[src/rtl/coffee_pkg.sv]
// Shared definitions for the coffee_core CPU: opcodes, FSM state encoding and
// instruction field positions.
package coffee_pkg;

  localparam logic [7:0] OP_NOP    = 8'h00;
  localparam logic [7:0] OP_LOAD   = 8'h01;
  localparam logic [7:0] OP_STORE  = 8'h02;
  localparam logic [7:0] OP_LOADLI = 8'h03;
  localparam logic [7:0] OP_LOADHI = 8'h04;
  localparam logic [7:0] OP_JUMPZ  = 8'h05;
  localparam logic [7:0] OP_MOV    = 8'h06;
  localparam logic [7:0] OP_AND    = 8'h07;
  localparam logic [7:0] OP_OR     = 8'h08;
  localparam logic [7:0] OP_XOR    = 8'h09;
  localparam logic [7:0] OP_ADD    = 8'h0A;
  localparam logic [7:0] OP_HALT   = 8'hFF;

  // Encoding is visible on status[1:0], so it must not change.
  typedef logic [1:0] state_t;
  localparam state_t ST_FETCH = 2'd0;
  localparam state_t ST_EXEC  = 2'd1;
  localparam state_t ST_MEM   = 2'd2;
  localparam state_t ST_HALT  = 2'd3;

  localparam int IR_OP_LSB = 24;
  localparam int IR_A_LSB  = 16;
  localparam int IR_B_LSB  = 8;
  localparam int IR_C_LSB  = 0;

endpackage

[src/rtl/coffee_regfile.sv]
// General register file: two combinational read ports, one synchronous write
// port, synchronous clear on reset.
module coffee_regfile #(
  parameter int DATA_W = 32,
  parameter int NREGS  = 8,
  localparam int IDX_W = $clog2(NREGS)
) (
  input  logic              clk_i,
  input  logic              rst_i,
  input  logic [IDX_W-1:0]  ra_i,
  input  logic [IDX_W-1:0]  rb_i,
  output logic [DATA_W-1:0] rd_a_o,
  output logic [DATA_W-1:0] rd_b_o,
  input  logic              we_i,
  input  logic [IDX_W-1:0]  wa_i,
  input  logic [DATA_W-1:0] wd_i
);

  logic [DATA_W-1:0] regs_q [NREGS];

  always_ff @(posedge clk_i) begin
    if (rst_i) begin
      for (int i = 0; i < NREGS; i++) regs_q[i] <= '0;
    end else if (we_i) begin
      regs_q[wa_i] <= wd_i;
    end
  end

  assign rd_a_o = regs_q[ra_i];
  assign rd_b_o = regs_q[rb_i];

endmodule

[src/rtl/coffee_core.sv]
// coffee_core: multi-cycle CPU (FETCH/EXEC/MEM/HALT) sharing one instruction/data
// memory over a req/ack port; status exposes FSM state, flags and pc[3:0].
module coffee_core
  import coffee_pkg::*;
#(
  parameter int DATA_W = 32,
  parameter int NREGS  = 8,
  parameter int ADDR_W = 16
) (
  input  logic              clk,
  input  logic              rst,
  output logic [ADDR_W-1:0] mem_addr,
  output logic [DATA_W-1:0] mem_wdata,
  input  logic [DATA_W-1:0] mem_rdata,
  output logic              mem_req,
  output logic              mem_we,
  input  logic              mem_ack,
  output logic              halted,
  output logic [7:0]        status
);

  localparam int IDX_W = $clog2(NREGS);
  localparam logic [DATA_W-1:0] LO_MASK = DATA_W'(32'h0000_FFFF);
  localparam logic [DATA_W-1:0] HI_MASK = DATA_W'(32'hFFFF_0000);

  state_t            state_q, state_d;
  logic [ADDR_W-1:0] pc_q, pc_d, pc_inc;
  logic [31:0]       ir_q, ir_d;
  logic              zero_q, zero_d, ill_q, ill_d;
  logic [7:0]        op;
  logic [15:0]       imm;
  logic [IDX_W-1:0]  fa, fb, fc;
  logic [DATA_W-1:0] rd_a, rd_b, alu;
  logic              rf_we;
  logic [IDX_W-1:0]  rf_wa;
  logic [DATA_W-1:0] rf_wd;
  logic [15:0]       pc_ext;
  logic              unused_bits;

  assign op     = ir_q[IR_OP_LSB +: 8];
  assign imm    = ir_q[15:0];
  assign fa     = ir_q[IR_A_LSB +: IDX_W];
  assign fb     = ir_q[IR_B_LSB +: IDX_W];
  assign fc     = ir_q[IR_C_LSB +: IDX_W];
  assign pc_inc = pc_q + ADDR_W'(1);
  assign pc_ext = 16'(pc_q);
  assign unused_bits = ^{ir_q, pc_ext};

  coffee_regfile #(.DATA_W(DATA_W), .NREGS(NREGS)) u_regfile (
    .clk_i  (clk),
    .rst_i  (rst),
    .ra_i   (fa),
    .rb_i   (fb),
    .rd_a_o (rd_a),
    .rd_b_o (rd_b),
    .we_i   (rf_we),
    .wa_i   (rf_wa),
    .wd_i   (rf_wd)
  );

  always_comb begin
    case (op)
      OP_AND:  alu = rd_a & rd_b;
      OP_OR:   alu = rd_a | rd_b;
      OP_XOR:  alu = rd_a ^ rd_b;
      default: alu = rd_a + rd_b;
    endcase
  end

  always_comb begin
    state_d = state_q;
    pc_d    = pc_q;
    ir_d    = ir_q;
    zero_d  = zero_q;
    ill_d   = ill_q;
    rf_we   = 1'b0;
    rf_wa   = fa;
    rf_wd   = rd_a;
    unique case (state_q)
      ST_FETCH: begin
        if (mem_ack) begin
          ir_d    = mem_rdata[31:0];
          state_d = ST_EXEC;
        end
      end
      ST_EXEC: begin
        state_d = ST_FETCH;
        pc_d    = pc_inc;
        case (op)
          OP_NOP: ;
          OP_LOAD, OP_STORE: begin
            state_d = ST_MEM;
            pc_d    = pc_q;
          end
          OP_LOADLI: begin
            rf_we = 1'b1;
            rf_wd = (rd_a & ~LO_MASK) | DATA_W'(imm);
          end
          OP_LOADHI: begin
            rf_we = 1'b1;
            rf_wd = (rd_a & ~HI_MASK) | (DATA_W'(imm) << 16);
          end
          OP_JUMPZ: begin
            if (rd_a == '0) pc_d = imm[ADDR_W-1:0];
          end
          OP_MOV: begin
            rf_we  = 1'b1;
            rf_wa  = fb;
            zero_d = (rd_a == '0);
          end
          OP_AND, OP_OR, OP_XOR, OP_ADD: begin
            rf_we  = 1'b1;
            rf_wa  = fc;
            rf_wd  = alu;
            zero_d = (alu == '0);
          end
          OP_HALT: begin
            state_d = ST_HALT;
            pc_d    = pc_q;
          end
          default: ill_d = 1'b1;
        endcase
      end
      ST_MEM: begin
        if (mem_ack) begin
          if (op == OP_LOAD) begin
            rf_we  = 1'b1;
            rf_wd  = mem_rdata;
            zero_d = (mem_rdata == '0);
          end
          pc_d    = pc_inc;
          state_d = ST_FETCH;
        end
      end
      default: ;
    endcase
  end

  always_ff @(posedge clk) begin
    if (rst) begin
      state_q <= ST_FETCH;
      pc_q    <= '0;
      ir_q    <= '0;
      zero_q  <= 1'b0;
      ill_q   <= 1'b0;
    end else begin
      state_q <= state_d;
      pc_q    <= pc_d;
      ir_q    <= ir_d;
      zero_q  <= zero_d;
      ill_q   <= ill_d;
    end
  end

  // Handshake: a transfer completes on any clk edge with mem_req && mem_ack.
  // addr/we/wdata come from pc/IR/R[a], which hold until that edge; ack is
  // ignored while req is low, and req is forced low while rst is high.
  assign mem_req   = !rst && ((state_q == ST_FETCH) || (state_q == ST_MEM));
  assign mem_we    = !rst && (state_q == ST_MEM) && (op == OP_STORE);
  assign mem_addr  = (state_q == ST_MEM) ? imm[ADDR_W-1:0] : pc_q;
  assign mem_wdata = rd_a;
  assign halted    = !rst && (state_q == ST_HALT);
  assign status    = {pc_ext[3:0], ill_q, zero_q, state_q};

endmodule

[config.mk]
export PLATFORM = sky130hd
export DESIGN_NAME = coffee_core
export DESIGN_NICKNAME = d
export VERILOG_FILES = /design/src/rtl/coffee_pkg.sv /design/src/rtl/coffee_regfile.sv /design/src/rtl/coffee_core.sv
export SDC_FILE = /design/constraint.sdc
export NUM_CORES = 1
export LEC_CHECK = 0
export CORE_ASPECT_RATIO = 1.5
export CORE_MARGIN = 1
export CORE_UTILIZATION = 59
export DETAILED_ROUTE_END_ITERATION = 7
export GPL_TIMING_DRIVEN = 0
export PLACE_DENSITY = 0.89
export SETUP_SLACK_MARGIN = 0.5
export SLEW_MARGIN = 10
export SYNTH_ARGS = -nofsm -noshare
export SYNTH_HDL_FRONTEND = slang
export SYNTH_SLANG_ARGS = --single-unit
[constraint.sdc]
create_clock -name clk -period 12.4 [get_ports clk]
set_input_delay 2.48 -clock clk [delete_from_list [all_inputs] [get_ports clk]]
set_output_delay 2.48 -clock clk [all_outputs]
set_load 0.01 [all_outputs]
# After elaboration in Yosys (flattened, before gate mapping)
# Memory sizes are Yosys's and may differ from the RTL's. A register that Yosys moved wholly into a read port is not among the register bits.
# Cells that the tools add are included.
# word_totals
out_inout_bits	59
memories	1
ram_bits	256
ff_bits	52
# classes
eq_ne	19
n_bitwise	6
reduce_logical	24
n_addsub	2
muxes	36
# mem_list
name	depth	width	read_ports	rd_clocked_by_memory_dff	write_ports	line_no	text
u_regfile.regs_q	8	32	2	2	8	coffee_regfile.sv:19	logic [DATA_W-1:0] regs_q [NREGS];
# op_table
cell	n
32-bit one-hot mux with 3 select lines	2
32-bit logical NOT	3
32-bit 2-to-1 mux	3
16-bit one-hot mux with 2 select lines	2
32-bit one-hot mux with 2 select lines	1
16-bit 2-to-1 mux	3
32-bit adder	1
32-bit bitwise AND	1
8-bit by 3-bit == test with 1-bit output, second input constant	4
16-bit by 32-bit bitwise OR with 32-bit output	1
32-bit by 16-bit bitwise OR with 32-bit output	1
32-bit bitwise OR	1
32-bit OR reduction	1
32-bit XOR	1
8-bit by 4-bit == test with 1-bit output, second input constant	3
3-bit 2-to-1 mux	6
16-bit by 1-bit adder with 16-bit output, second input constant	1
8-bit by 2-bit == test with 1-bit output, second input constant	2
12-bit OR reduction	1
1-bit 2-to-1 mux	11
8-bit by 1-bit == test with 1-bit output, second input constant	1
8-bit == test, second input constant	1
8-bit logical NOT	1
2-bit != test, second input constant	4
other kinds (22)	31

# Logic depth before layout (Yosys ltp)
# depth
ltp_word	9
ltp_mapped	18

# By module
# Synthesis repeated with hierarchy kept, for this count alone.
# unflattened
hier_cells	1915
hier_area_um2	20942.6
# by_module_without_submodules
mod	instances	seq_area_each_um2	area_each_um2	cells_each
coffee_regfile	1	7687.4	13639.3	843
coffee_core	1	940.9	7303.3	1072

# Least setup slack after synthesis
# No wires, ideal clock.
# synth_path
path_kind	input-to-output
startpoint	in rst
endpoint	out mem_req
arrival_time_ps	3347
cell_stages	4
setup_slack_ps	6573
required_time_ps	9920
cell_sequence	clkbuf_1 -> clkbuf_1 -> clkbuf_1 -> nor2_1
# synth_via
elab_chain_len	2
# synth_lines
element	line_no	text
start: declaration	coffee_core.sv:11	input logic rst,
1-bit logical NOT	coffee_core.sv:158	assign mem_req = !rst && ((state_q == ST_FETCH) || (state_q == ST_MEM));
1-bit logical AND	coffee_core.sv:158	
end: declaration	coffee_core.sv:15	output logic mem_req,
# No other way between the ends.

==> impl_metrics.toml <==
[flow_run]
cap_violations = 1

[placed_design]
dpl_cell_area_mm2 = 0.0215
placed_cells = 2386
io_buffers = 92
place.gp.congestion = 1.05
post-place-ws_ns = 4.28
hpwlAfterDp_mm = 61.6

[yosys]
synth_top_area_cell = "edfxtp_1"
syn_avg_cell_area_um2 = 10.6
synth.most_common_cell = "nor2_1"
syn_nets = 1972
synth_fa_ha_area_share_pct = 4.46
ys_warn_count = 0
synth_top_area_share_pct = 38.8
synth_common_cells = "335 x nor2_1, 256 x edfxtp_1, 173 x nand2_1"
ys_types = 70
synth-xor-area-share_pct = 0.486
synth_simple_gate_area_share_pct = 14.9
async_flop_share_pct = 0
synth_top_family_by_area = "multiplexers"
synth_mux_area_share_pct = 18.9
syn_inst = 1867
syn_area_mm2 = 0.0198
ys_ff_latch = 309
synth_compound_area_share_pct = 12.6
synthTopCellsByArea = "edfxtp_1 39%, mux4_2 15%, nor2_1 6.3%, dfxtp_1 5.4%, ha_1 4.4%"
ys.flop_type = "edfxtp_1"
synth-edff-count = 256
ys_seq_area_share_pct = 44.1

[sta]
min_period_ns = 8.50
slew_headroom_pct = -3.84
tightestPinTransition_ns = 1.54
rsz0062_at_grt = "false"
post-route-period-util_pct = 68.5
hold_viol = 0
worst_slack_ns = 3.90
fmax_mhz = 118
tns_ns = 0
drv_slew = 2
finalSetupViolCount = 0
finClkSkew_ns = 0.0323

[die]
die_w_um = 152
ios = 94
die_area_mm2 = 0.0343
fp.dieH_um = 226
core-area_mm2 = 0.0328
start_util_pct = 60.4
rows = 81

[critical_path]
slowest_stage = "clkbuf_1"
r2r_cells = 18
critical_path.max_fanout = 10
crit_family = "buffers and inverters"
slowest_delay_ns = 0.95
cp.required_ns = 12.70
crit_top_cell = "clkbuf_1"
worstSetupStartpointType = "flop"
crit_type = "flop to flop"
path_cells = "clkbuf_1 > clkbuf_1 > buf_1 > buf_2 > mux2i_1 > inv_1 > ha_1 > a21o_1 > and4_1 > clkbuf_1 > o21ai_0 > a31oi_1 > a211oi_1 > xnor2_1 > a221o_1 > a221o_1 > a221oi_2 > nor2_1"
worstSetupEndpointType = "flop"
path_buf_inv = 6
r2r-end = "u_regfile.regs_q[2][25]$_SDFFCE_PN0P_"
ff2ff_setup_slack_ns = 3.90
arrival_ns = 8.80

[outcome]
violations = "capacitance limit, slew limit"
status = "finished, violations left"

[clock_tree]
holdBufCountCts = 0
cts_setup_buffers = 0
cts_root_buffer = "clkbuf_16"
path_clk_slew_ns = 0.07
cts_tree = "done"
cts.sink_count = 309
insertion_delay_ns = 0.60
ctsResizeCount = 0
h-tree-depth = 1
clk_path_buf_depth = 3
cts_made_buffers = 29

[grt]
use_met3_pct = 16.3
grt_pass1_vias = 18100
grt_pass1_wl_mm = 119
grt_max_degree = 25
use_met1_pct = 51.1
gr-total-overflow = 0
grt_usage_pct = 49.9
antenna_found_initial = 3
use_met2_pct = 78.6
busiest_layer = "met2"

[min_path]
hold_end = "ill_q$_SDFFE_PP0P_"
hp-class = "flop to flop"
whs_path_depth = 2
worst_hold_startpoint = "ill_q$_SDFFE_PP0P_"

[layout]
layout.cells.non_filler = 2450
final_nets = 2117
drive_gt1_share_pct = 14.1
stdcell_area_mm2 = 0.0226
area_delta_synth_final_pct = 13.9

[power]
ir_drop_v = 0.000133
report.power.total_w = 0.00296
cellLeakagePower_nw = 8.00
power.density_mw_per_mm2 = 131

[routing]
drt_iter0_markers = 3206
drt-wirelength-per-cell_um = 34.8
viasPerCell = 7.57
ant_nets = 0
dr.pass1.iters = 7
wirelength_mm = 85.2
vias = 18500
drc = 0
==> through the flow <==
| stage | hold slack, ns | util, % |
|---|---|---|
| 3_3_place_gp | 0.459 | 64.7 |
| 2_1_floorplan | 0.438 | - |
| 5_1_grt | 0.501 | 68.8 |
| 6_report | 0.479 | 68.8 |
| 3_5_place_dp | 0.467 | 65.4 |
| 4_1_cts | 0.484 | 68.5 |
==> worst register-to-register path, stage by stage, from the launching register on <==
cell and delay [ns]:
dfxtp_1 0.37, clkbuf_1 0.95, clkbuf_1 0.84, buf_1 0.67
buf_2 0.52, mux2i_1 0.51, inv_1 0.20, ha_1 0.34
a21o_1 0.21, and4_1 0.20, clkbuf_1 0.18, o21ai_0 0.56
a31oi_1 0.41, a211oi_1 0.50, xnor2_1 0.17, a221o_1 0.40
a221o_1 0.33, a221oi_2 0.75, nor2_1 0.13
==> flip-flops by register name, summed over array words and instances (netlist names), named ones only <==
signal / cells
u_regfile.regs_q: 256
pc_ext: 16
ir_q: 27
state_q: 2
zero_q: 1
ill_q: 1
==> cells in the final DEF, fill, tap and decap left out, drive strengths merged, types with 10 or more instances in the layout <==
cell           Yosys  final
mux4             128    128
a31oi             10     10
a211oi            21     21
mux2              22     22
nor2             335    335
nand3             22     22
nor3              32     32
edfxtp           256    256
a22o              23     23
ha                69     69
a21o              11     11
mux2i             62     62
nand4             24     24
a221o             10     10
inv               78     82
and2              10     10
a21oi            109    109
o221ai            19     19
nand2            173    173
a221oi            18     18
clkdlybuf4s50      0     92
buf               40     56
a22oi             31     31
o21ai             74     74
clkbuf           101    139
dfxtp             53     53
and3              11     11
nor4              22     22
==> power breakdown <==
| part | leakage [nW] | internal [W] | switching (W) |
|---|---|---|---|
| logic | 4.43 | 0.000271 | 0.000516 |
| registers | 3.08 | 0.00116 | 0.0000366 |
| clock network | 0.488 | 0.000554 | 0.000425 |
| total | 8.00 | 0.00198 | 0.000977 |
==> how the worst max path moves through the flow <==
stage / start / endpoint / slack [ns] / cells after the start
after floorplan: rst / mem_req / 6.57 / 4
after global placement: flop / u_regfile.regs_q[5][30]$_SDFFCE_PN0P_ / 4.39 / 18
after detailed placement: flop / u_regfile.regs_q[3][30]$_SDFFCE_PN0P_ / 4.28 / 18
after CTS: flop / u_regfile.regs_q[3][30]$_SDFFCE_PN0P_ / 4.22 / 18
after global routing: flop / u_regfile.regs_q[5][23]$_SDFFCE_PN0P_ / 4.04 / 17
final: flop / u_regfile.regs_q[2][25]$_SDFFCE_PN0P_ / 3.90 / 18
==> kinds of logic after synthesis <==
| kind of cell | Yosys count |
|---|---|
| flops | 309 |
| mux | 212 |
| xor+xnor | 11 |
| simple gates | 674 |
| compound gates | 372 |
| buf+inv | 219 |
| fa+ha+maj | 70 |
==> cell type report <==
cell class	count	area (µm²)
sequential	309	8750
tap	415	519
timing repair buffer	114	1190
clock buffer	32	737
antenna	2	5.00
inverter	78	293
multi-input combinational	1339	10200
buffer	141	598
fill	2334	10300
clock inverter	20	264
==> per-layer routing <==
metal / wire (µm) / up-vias / share of wire (%)
met4: 10700 / 2 / 13
met1: 24100 / 8611 / 28
met5: 77 / - / 0.090
li1: - / 7312 / -
met2: 38800 / 1958 / 46
met3: 11400 / 661 / 13
Note: power is estimated with default switching activity, not from simulation.
